<file path="src/rtl/alu_seq_core.sv">
// alu_seq_core: sequential accumulator ALU with a valid/ready command port,
// a registered valid/ready result port and an iterative restoring divider.
//
// Handshake: a transfer happens on a rising edge where valid && ready are both
// high. The producer holds its payload stable while valid && !ready. A raised
// valid is never withdrawn before its transfer. in_ready is high only in IDLE,
// so at most one command is in flight.
module alu_seq_core #(
  parameter int WIDTH = 32
) (
  input  logic             clk,
  input  logic             reset,
  input  logic             in_valid,
  output logic             in_ready,
  input  logic [3:0]       op,
  input  logic [WIDTH-1:0] a,
  input  logic [WIDTH-1:0] b,
  input  logic             use_acc,
  output logic             out_valid,
  input  logic             out_ready,
  output logic [WIDTH-1:0] result,
  output logic             carry,
  output logic             ovf,
  output logic             zero,
  output logic             dz,
  output logic             err,
  output logic [1:0]       dbg_state
);

  typedef enum logic [1:0] {
    S_IDLE   = 2'd0,
    S_EXEC   = 2'd1,
    S_DIVIDE = 2'd2,
    S_OUT    = 2'd3
  } state_t;

  localparam logic [3:0] OP_HOLD = 4'd0;
  localparam logic [3:0] OP_ADD  = 4'd1;
  localparam logic [3:0] OP_SUB  = 4'd2;
  localparam logic [3:0] OP_MUL  = 4'd3;
  localparam logic [3:0] OP_DIV  = 4'd4;
  localparam logic [3:0] OP_REM  = 4'd5;
  localparam logic [3:0] OP_AND  = 4'd6;
  localparam logic [3:0] OP_OR   = 4'd7;
  localparam logic [3:0] OP_XOR  = 4'd8;
  localparam logic [3:0] OP_NOT  = 4'd9;
  localparam logic [3:0] OP_NAND = 4'd10;
  localparam logic [3:0] OP_NOR  = 4'd11;
  localparam logic [3:0] OP_XNOR = 4'd12;
  localparam logic [3:0] OP_SHL  = 4'd13;
  localparam logic [3:0] OP_SHR  = 4'd14;
  localparam logic [3:0] OP_CLR  = 4'd15;

  localparam int CW = $clog2(WIDTH + 1);
  localparam logic [CW-1:0] CNT_INIT = CW'(WIDTH);

  state_t           state_q, state_d;
  logic [3:0]       op_q, op_d;
  logic [WIDTH-1:0] a_q, a_d;         // captured operand A (divisor for DIV/REM)
  logic [WIDTH-1:0] b_q, b_d;         // captured Bop (b or accumulator)
  logic [CW-1:0]    cnt_q, cnt_d;
  logic [WIDTH-1:0] rem_q, rem_d;
  logic [WIDTH-1:0] quo_q, quo_d;     // shifts dividend out, quotient in
  logic [WIDTH-1:0] result_q, result_d;
  logic             carry_q, carry_d;
  logic             ovf_q, ovf_d;
  logic             zero_q, zero_d;
  logic             dz_q, dz_d;
  logic             err_q, err_d;
  logic             out_valid_q, out_valid_d;
  logic [WIDTH-1:0] acc_q, acc_d;

  logic [WIDTH:0]   sum, diff;
  logic [WIDTH-1:0] alu_res;
  logic             alu_c, alu_v, alu_dz;
  logic [WIDTH:0]   div_shift, div_trial;
  logic [WIDTH-1:0] div_res;

  // Single-cycle datapath on the captured operands
  always_comb begin
    sum     = {1'b0, a_q} + {1'b0, b_q};
    diff    = {1'b0, b_q} - {1'b0, a_q};
    alu_res = '0;
    alu_c   = 1'b0;
    alu_v   = 1'b0;
    alu_dz  = 1'b0;
    case (op_q)
      OP_HOLD: alu_res = acc_q;
      OP_ADD: begin
        alu_res = sum[WIDTH-1:0];
        alu_c   = sum[WIDTH];
        alu_v   = (a_q[WIDTH-1] == b_q[WIDTH-1]) && (sum[WIDTH-1] != a_q[WIDTH-1]);
      end
      OP_SUB: begin
        alu_res = diff[WIDTH-1:0];
        alu_c   = diff[WIDTH];
        alu_v   = (b_q[WIDTH-1] != a_q[WIDTH-1]) && (diff[WIDTH-1] != b_q[WIDTH-1]);
      end
      OP_MUL:  alu_res = a_q * b_q;
      // DIV/REM only reach the single-cycle path when the divisor is zero
      OP_DIV: begin
        alu_res = '1;
        alu_dz  = 1'b1;
      end
      OP_REM: begin
        alu_res = b_q;
        alu_dz  = 1'b1;
      end
      OP_AND:  alu_res = a_q & b_q;
      OP_OR:   alu_res = a_q | b_q;
      OP_XOR:  alu_res = a_q ^ b_q;
      OP_NOT:  alu_res = ~b_q;
      OP_NAND: alu_res = ~(a_q & b_q);
      OP_NOR:  alu_res = ~(a_q | b_q);
      OP_XNOR: alu_res = ~(a_q ^ b_q);
      OP_SHL: begin
        alu_res = {a_q[WIDTH-2:0], 1'b0};
        alu_c   = a_q[WIDTH-1];
      end
      OP_SHR: begin
        alu_res = {1'b0, a_q[WIDTH-1:1]};
        alu_c   = a_q[0];
      end
      default: alu_res = '0;  // CLR
    endcase
  end

  // One restoring-division step: shift in next dividend bit, try subtract
  always_comb begin
    div_shift = {rem_q, quo_q[WIDTH-1]};
    div_trial = div_shift - {1'b0, a_q};
    div_res   = (op_q == OP_DIV) ? quo_q : rem_q;
  end

  // Next-state and output-register logic for the command FSM
  always_comb begin
    state_d     = state_q;
    op_d        = op_q;
    a_d         = a_q;
    b_d         = b_q;
    cnt_d       = cnt_q;
    rem_d       = rem_q;
    quo_d       = quo_q;
    result_d    = result_q;
    carry_d     = carry_q;
    ovf_d       = ovf_q;
    zero_d      = zero_q;
    dz_d        = dz_q;
    err_d       = err_q;
    out_valid_d = out_valid_q;
    acc_d       = acc_q;
    case (state_q)
      S_IDLE: begin
        if (in_valid) begin
          op_d = op;
          a_d  = a;
          b_d  = use_acc ? acc_q : b;
          if ((op == OP_DIV || op == OP_REM) && a != '0) begin
            cnt_d   = CNT_INIT;
            rem_d   = '0;
            quo_d   = use_acc ? acc_q : b;
            state_d = S_DIVIDE;
          end else begin
            state_d = S_EXEC;
          end
        end
      end
      S_EXEC: begin
        result_d    = alu_res;
        carry_d     = alu_c;
        ovf_d       = alu_v;
        zero_d      = (alu_res == '0);
        dz_d        = alu_dz;
        acc_d       = alu_res;
        // CLR wins over any flag that would otherwise set err
        err_d       = (op_q == OP_CLR) ? 1'b0
                    : (err_q | ((op_q == OP_ADD) && alu_c) | alu_v | alu_dz);
        out_valid_d = 1'b1;
        state_d     = S_OUT;
      end
      S_DIVIDE: begin
        if (cnt_q != '0) begin
          if (div_trial[WIDTH]) begin
            rem_d = div_shift[WIDTH-1:0];
            quo_d = {quo_q[WIDTH-2:0], 1'b0};
          end else begin
            rem_d = div_trial[WIDTH-1:0];
            quo_d = {quo_q[WIDTH-2:0], 1'b1};
          end
          cnt_d = cnt_q - CW'(1);
        end else begin
          result_d    = div_res;
          carry_d     = 1'b0;
          ovf_d       = 1'b0;
          zero_d      = (div_res == '0);
          dz_d        = 1'b0;
          acc_d       = div_res;
          out_valid_d = 1'b1;
          state_d     = S_OUT;
        end
      end
      default: begin  // S_OUT
        if (out_ready) begin
          out_valid_d = 1'b0;
          state_d     = S_IDLE;
        end
      end
    endcase
  end

  // State registers with synchronous active-high reset
  always_ff @(posedge clk) begin
    if (reset) begin
      state_q     <= S_IDLE;
      op_q        <= '0;
      a_q         <= '0;
      b_q         <= '0;
      cnt_q       <= '0;
      rem_q       <= '0;
      quo_q       <= '0;
      result_q    <= '0;
      carry_q     <= 1'b0;
      ovf_q       <= 1'b0;
      zero_q      <= 1'b0;
      dz_q        <= 1'b0;
      err_q       <= 1'b0;
      out_valid_q <= 1'b0;
      acc_q       <= '0;
    end else begin
      state_q     <= state_d;
      op_q        <= op_d;
      a_q         <= a_d;
      b_q         <= b_d;
      cnt_q       <= cnt_d;
      rem_q       <= rem_d;
      quo_q       <= quo_d;
      result_q    <= result_d;
      carry_q     <= carry_d;
      ovf_q       <= ovf_d;
      zero_q      <= zero_d;
      dz_q        <= dz_d;
      err_q       <= err_d;
      out_valid_q <= out_valid_d;
      acc_q       <= acc_d;
    end
  end

  assign in_ready  = (state_q == S_IDLE);
  assign out_valid = out_valid_q;
  assign result    = result_q;
  assign carry     = carry_q;
  assign ovf       = ovf_q;
  assign zero      = zero_q;
  assign dz        = dz_q;
  assign err       = err_q;
  assign dbg_state = state_q;

endmodule

</file>
<file path="config.mk">
export PLATFORM = sky130hd
export DESIGN_NAME = alu_seq_core
export DESIGN_NICKNAME = d
export VERILOG_FILES = /design/src/rtl/alu_seq_core.sv
export SDC_FILE = /design/constraint.sdc
export NUM_CORES = 2
export LEC_CHECK = 0
export CAP_MARGIN = 20
export CELL_PAD_IN_SITES_DETAIL_PLACEMENT = 1
export CELL_PAD_IN_SITES_GLOBAL_PLACEMENT = 1
export CORE_ASPECT_RATIO = 0.8
export CORE_UTILIZATION = 44
export CTS_CLUSTER_DIAMETER = 50
export DETAILED_ROUTE_END_ITERATION = 12
export GPL_TIMING_DRIVEN = 0
export PLACE_DENSITY_LB_ADDON = 0.3
export REMOVE_ABC_BUFFERS = 1
export SKIP_LAST_GASP = 1
export SYNTH_ARGS = -nofsm -noshare
export SYNTH_HDL_FRONTEND = slang
export SYNTH_SLANG_ARGS = --single-unit
</file>
<file path="constraint.sdc">
create_clock -name clk -period 7.6 [get_ports clk]
set_input_delay 1.52 -clock clk [delete_from_list [all_inputs] [get_ports clk]]
set_output_delay 1.52 -clock clk [all_outputs]
set_load 0.005 [all_outputs]
</file>
==> out/metrics.yaml <==
detailed_routing:
  drt-vias-per-instance: 6.54
  num_vias: 34352
  drc: 0
  drt_iter0_drc: 4552
  wl_per_cell_microns: 30.8
  wirelength_microns: 162000
  ant_nets: 0
  drtPass1Iterations: 11
synth:
  async_flop_share: 0
  yosysUniqueCellTypes: 89
  synth_edf_count: 0
  syn-cell-area_sq_um: 32300
  synth_top_flop_cell: "dfxtp_1"
  seq_area_frac_synth: 0.110
  synth_top_area_frac: 0.255
  synth_area_leaders: "fa_1 (25%), dfxtp_1 (11%), ha_1 (10%)"
  yosysWarnings: 0
  synth_cells: 4187
  ys_seq_elements: 178
  synth_top_cell_by_area: "fa_1"
  syn_area_per_cell_sq_um: 7.71
grt:
  met3_usage: 0.142
  grt_overflow: 0
  use_met1: 0.541
  antenna_found_initial: 11
  grt_pass1_vias: 34682
  grtUsageTotal: 0.422
  grt-busiest-layer: "met2"
  grtUsageMet2: 0.627
  grt_start_max_net_pins: 113
  grt_pass1_wl_microns: 231000
pwr:
  leakagePower_nw: 15.9
  p_per_area_nw_per_um2: 339
  ir_drop_v: 0.000427
worst_setup_path:
  worstSetupStartpointType: "register"
  cpPeakStageDelay_ns: 0.59
  end_kind: "register"
  required_ns: 8.05
  worstPathArrival_ns: 8.95
  worstPathMaxFanout: 5
  slowest_stage: "fa_1"
  cpMostUsedCell: "fa_1"
  worstSetupPathType: "register to register"
status:
  violations: "negative setup slack"
  outcome: "finished with violations"
finish:
  mostFrequentLayoutCells: "nor2_1 (554), nand2_1 (497), inv_1 (451)"
  area_delta_synth_final_pct: 17.5
  design_area_sq_um: 37900
  num-nets-final: 5029
  multiInputGateArea_sq_um: 26600
  layout.cells.most_common: "nor2_1"
  regArea_sq_um: 3710
  fillerInstances: 8691
  drive_above_1_share: 0.127
die:
  die_area_sq_um: 74400
  dieWidth_microns: 305
  start_util: 0.446
  rows: 88
  dieHeight_microns: 244
  core-area_sq_um: 72300
  io_pins: 114
clocking:
  clkLatencyLatePin_ns: 0.54
  cts-buffers-inserted: 17
  root_buffer: "clkbuf_16"
  clk_pin_slew_ns: 0.09
  tritoncts: "built"
  htree_levels: 4
  cts_hold_buffers: 0
  cts.sinks: 178
  clockBufferDepth: 2
place:
  gp_congestion: 1.00
  dpl.hpwl_microns: 114000
  io_buffers: 113
  postPlaceCellArea_sq_um: 34600
sta:
  finalHoldViolCount: 0
  finalCritPeriodShare: 1.12
  worst_pin_slew_ns: 1.34
  max_freq_mhz: 118
  min_period_ns: 8.50
  rsz0062_at_grt: "yes"
  maxSlewHeadroom: 0.0823
  setup_tns_ns: -3.86
  hold_slack_ns: 0.495
  finalClockSkew_ns: 0.0422
  setup_ws_ns: -0.904
  final_max_slew_viol_count: 0
  final-setup-viol-count: 11
job:
  cap_violations: 0
min_path:
  hold_class: "register to register"
==> power by group <==
group / internal (W) / leakage [nW] / switching, W
clock network: 0.000503 / 0.303 / 0.000534
registers: 0.00118 / 1.48 / 0.000637
logic: 0.00375 / 14.1 / 0.00628
total: 0.00543 / 15.9 / 0.00745
==> worst paths after layout <==
kind                                from       end  slack [ns]  cells past startpoint
worst min-delay path            cnt_q[5]  cnt_q[5]        0.50                      1
worst max-delay path             a_q[10]      zero       -0.90                     28
worst max register to register   a_q[10]      zero       -0.90                     28
worst min register to register  cnt_q[5]  cnt_q[5]        0.50                      1
==> kinds of logic (layout without fill, tap and decap cells) <==
family                   after synthesis  after routing  share of synthesized area
flip-flops                           178            178                      0.110
multiplexers                         120            120                     0.0378
buffers and inverters                780            893                     0.0918
adder cells (fa/ha/maj)              668            668                      0.355
AND/OR/NAND/NOR                     1391           1391                      0.183
AO/OA/AOI/OAI                        923            923                      0.188
other                                  0              5                          0
XOR/XNOR                             127            127                     0.0345
==> what timing repair did <==
item / 4_1_cts / 5_1_grt
resized for setup: 242 / 90
cloned: 4 / 0
endpoints found under the setup margin: 24 / 15
pin swaps: 59 / 56
setup buffers: 156 / 33
hold endpoints to repair: 0 / 0
==> final cells by class <==
class | count | share of cell area
multi-input combinational | 3229 | 0.700
clock buffer | 17 | 0.0112
inverter | 501 | 0.0541
sequential | 178 | 0.0977
clock inverter | 14 | 0.00508
tap | 945 | 0.0312
timing repair buffer | 357 | 0.0993
timing repair inverter | 4 | 0.000792
antenna | 5 | 0.000330
==> per-layer routing <==
layer  up-vias  routed length, microns
li1      14180                       -
met1     17115                   61700
met2      2308                   67500
met3       727                   21300
met4        22                   11300
met5         -                     161
==> cell usage after synthesis, types with 40 or more instances <==
cell type  count
nor2_1       603
nand2_1      501
inv_1        482
fa_1         411
a21oi_1      295
ha_1         257
clkbuf_1     211
dfxtp_1      178
o21ai_0      167
mux2i_1      114
xnor2_1       93
a211oi_1      62
nor3_1        51
buf_1         40
==> through the flow <==
stage,utilization,power (W),cells,worst slack [ns]
after floorplan,-,0.00670,3908,-0.468
after global placement,0.463,0.00966,4966,-5.20
after detailed placement,0.478,0.0101,5018,-2.77
after CTS,0.515,0.0120,5208,-0.536
after global routing,0.524,0.0134,5246,-0.992
final,0.524,0.0129,5250,-0.904
==> critical path, delay by kind of cell (launching register included) <==
family	cells	cell delay, ns
adders and majority gates	9	3.82
AOI/OAI and AO/OA	7	1.63
and+or+nand+nor	5	1.35
DFF	1	0.49
xor gates and xnor gates	1	0.24
buffers and inverters	6	0.89
==> state kept, by name, summed over array words and instances (netlist names), 2 cells and up <==
register,flops
b_q,32
acc_q,32
quo_q,32
a_q,32
rem_q,32
op_q,4
cnt_q,6
dbg_state,2
No activity file was read; power rests on OpenSTA's default activity.
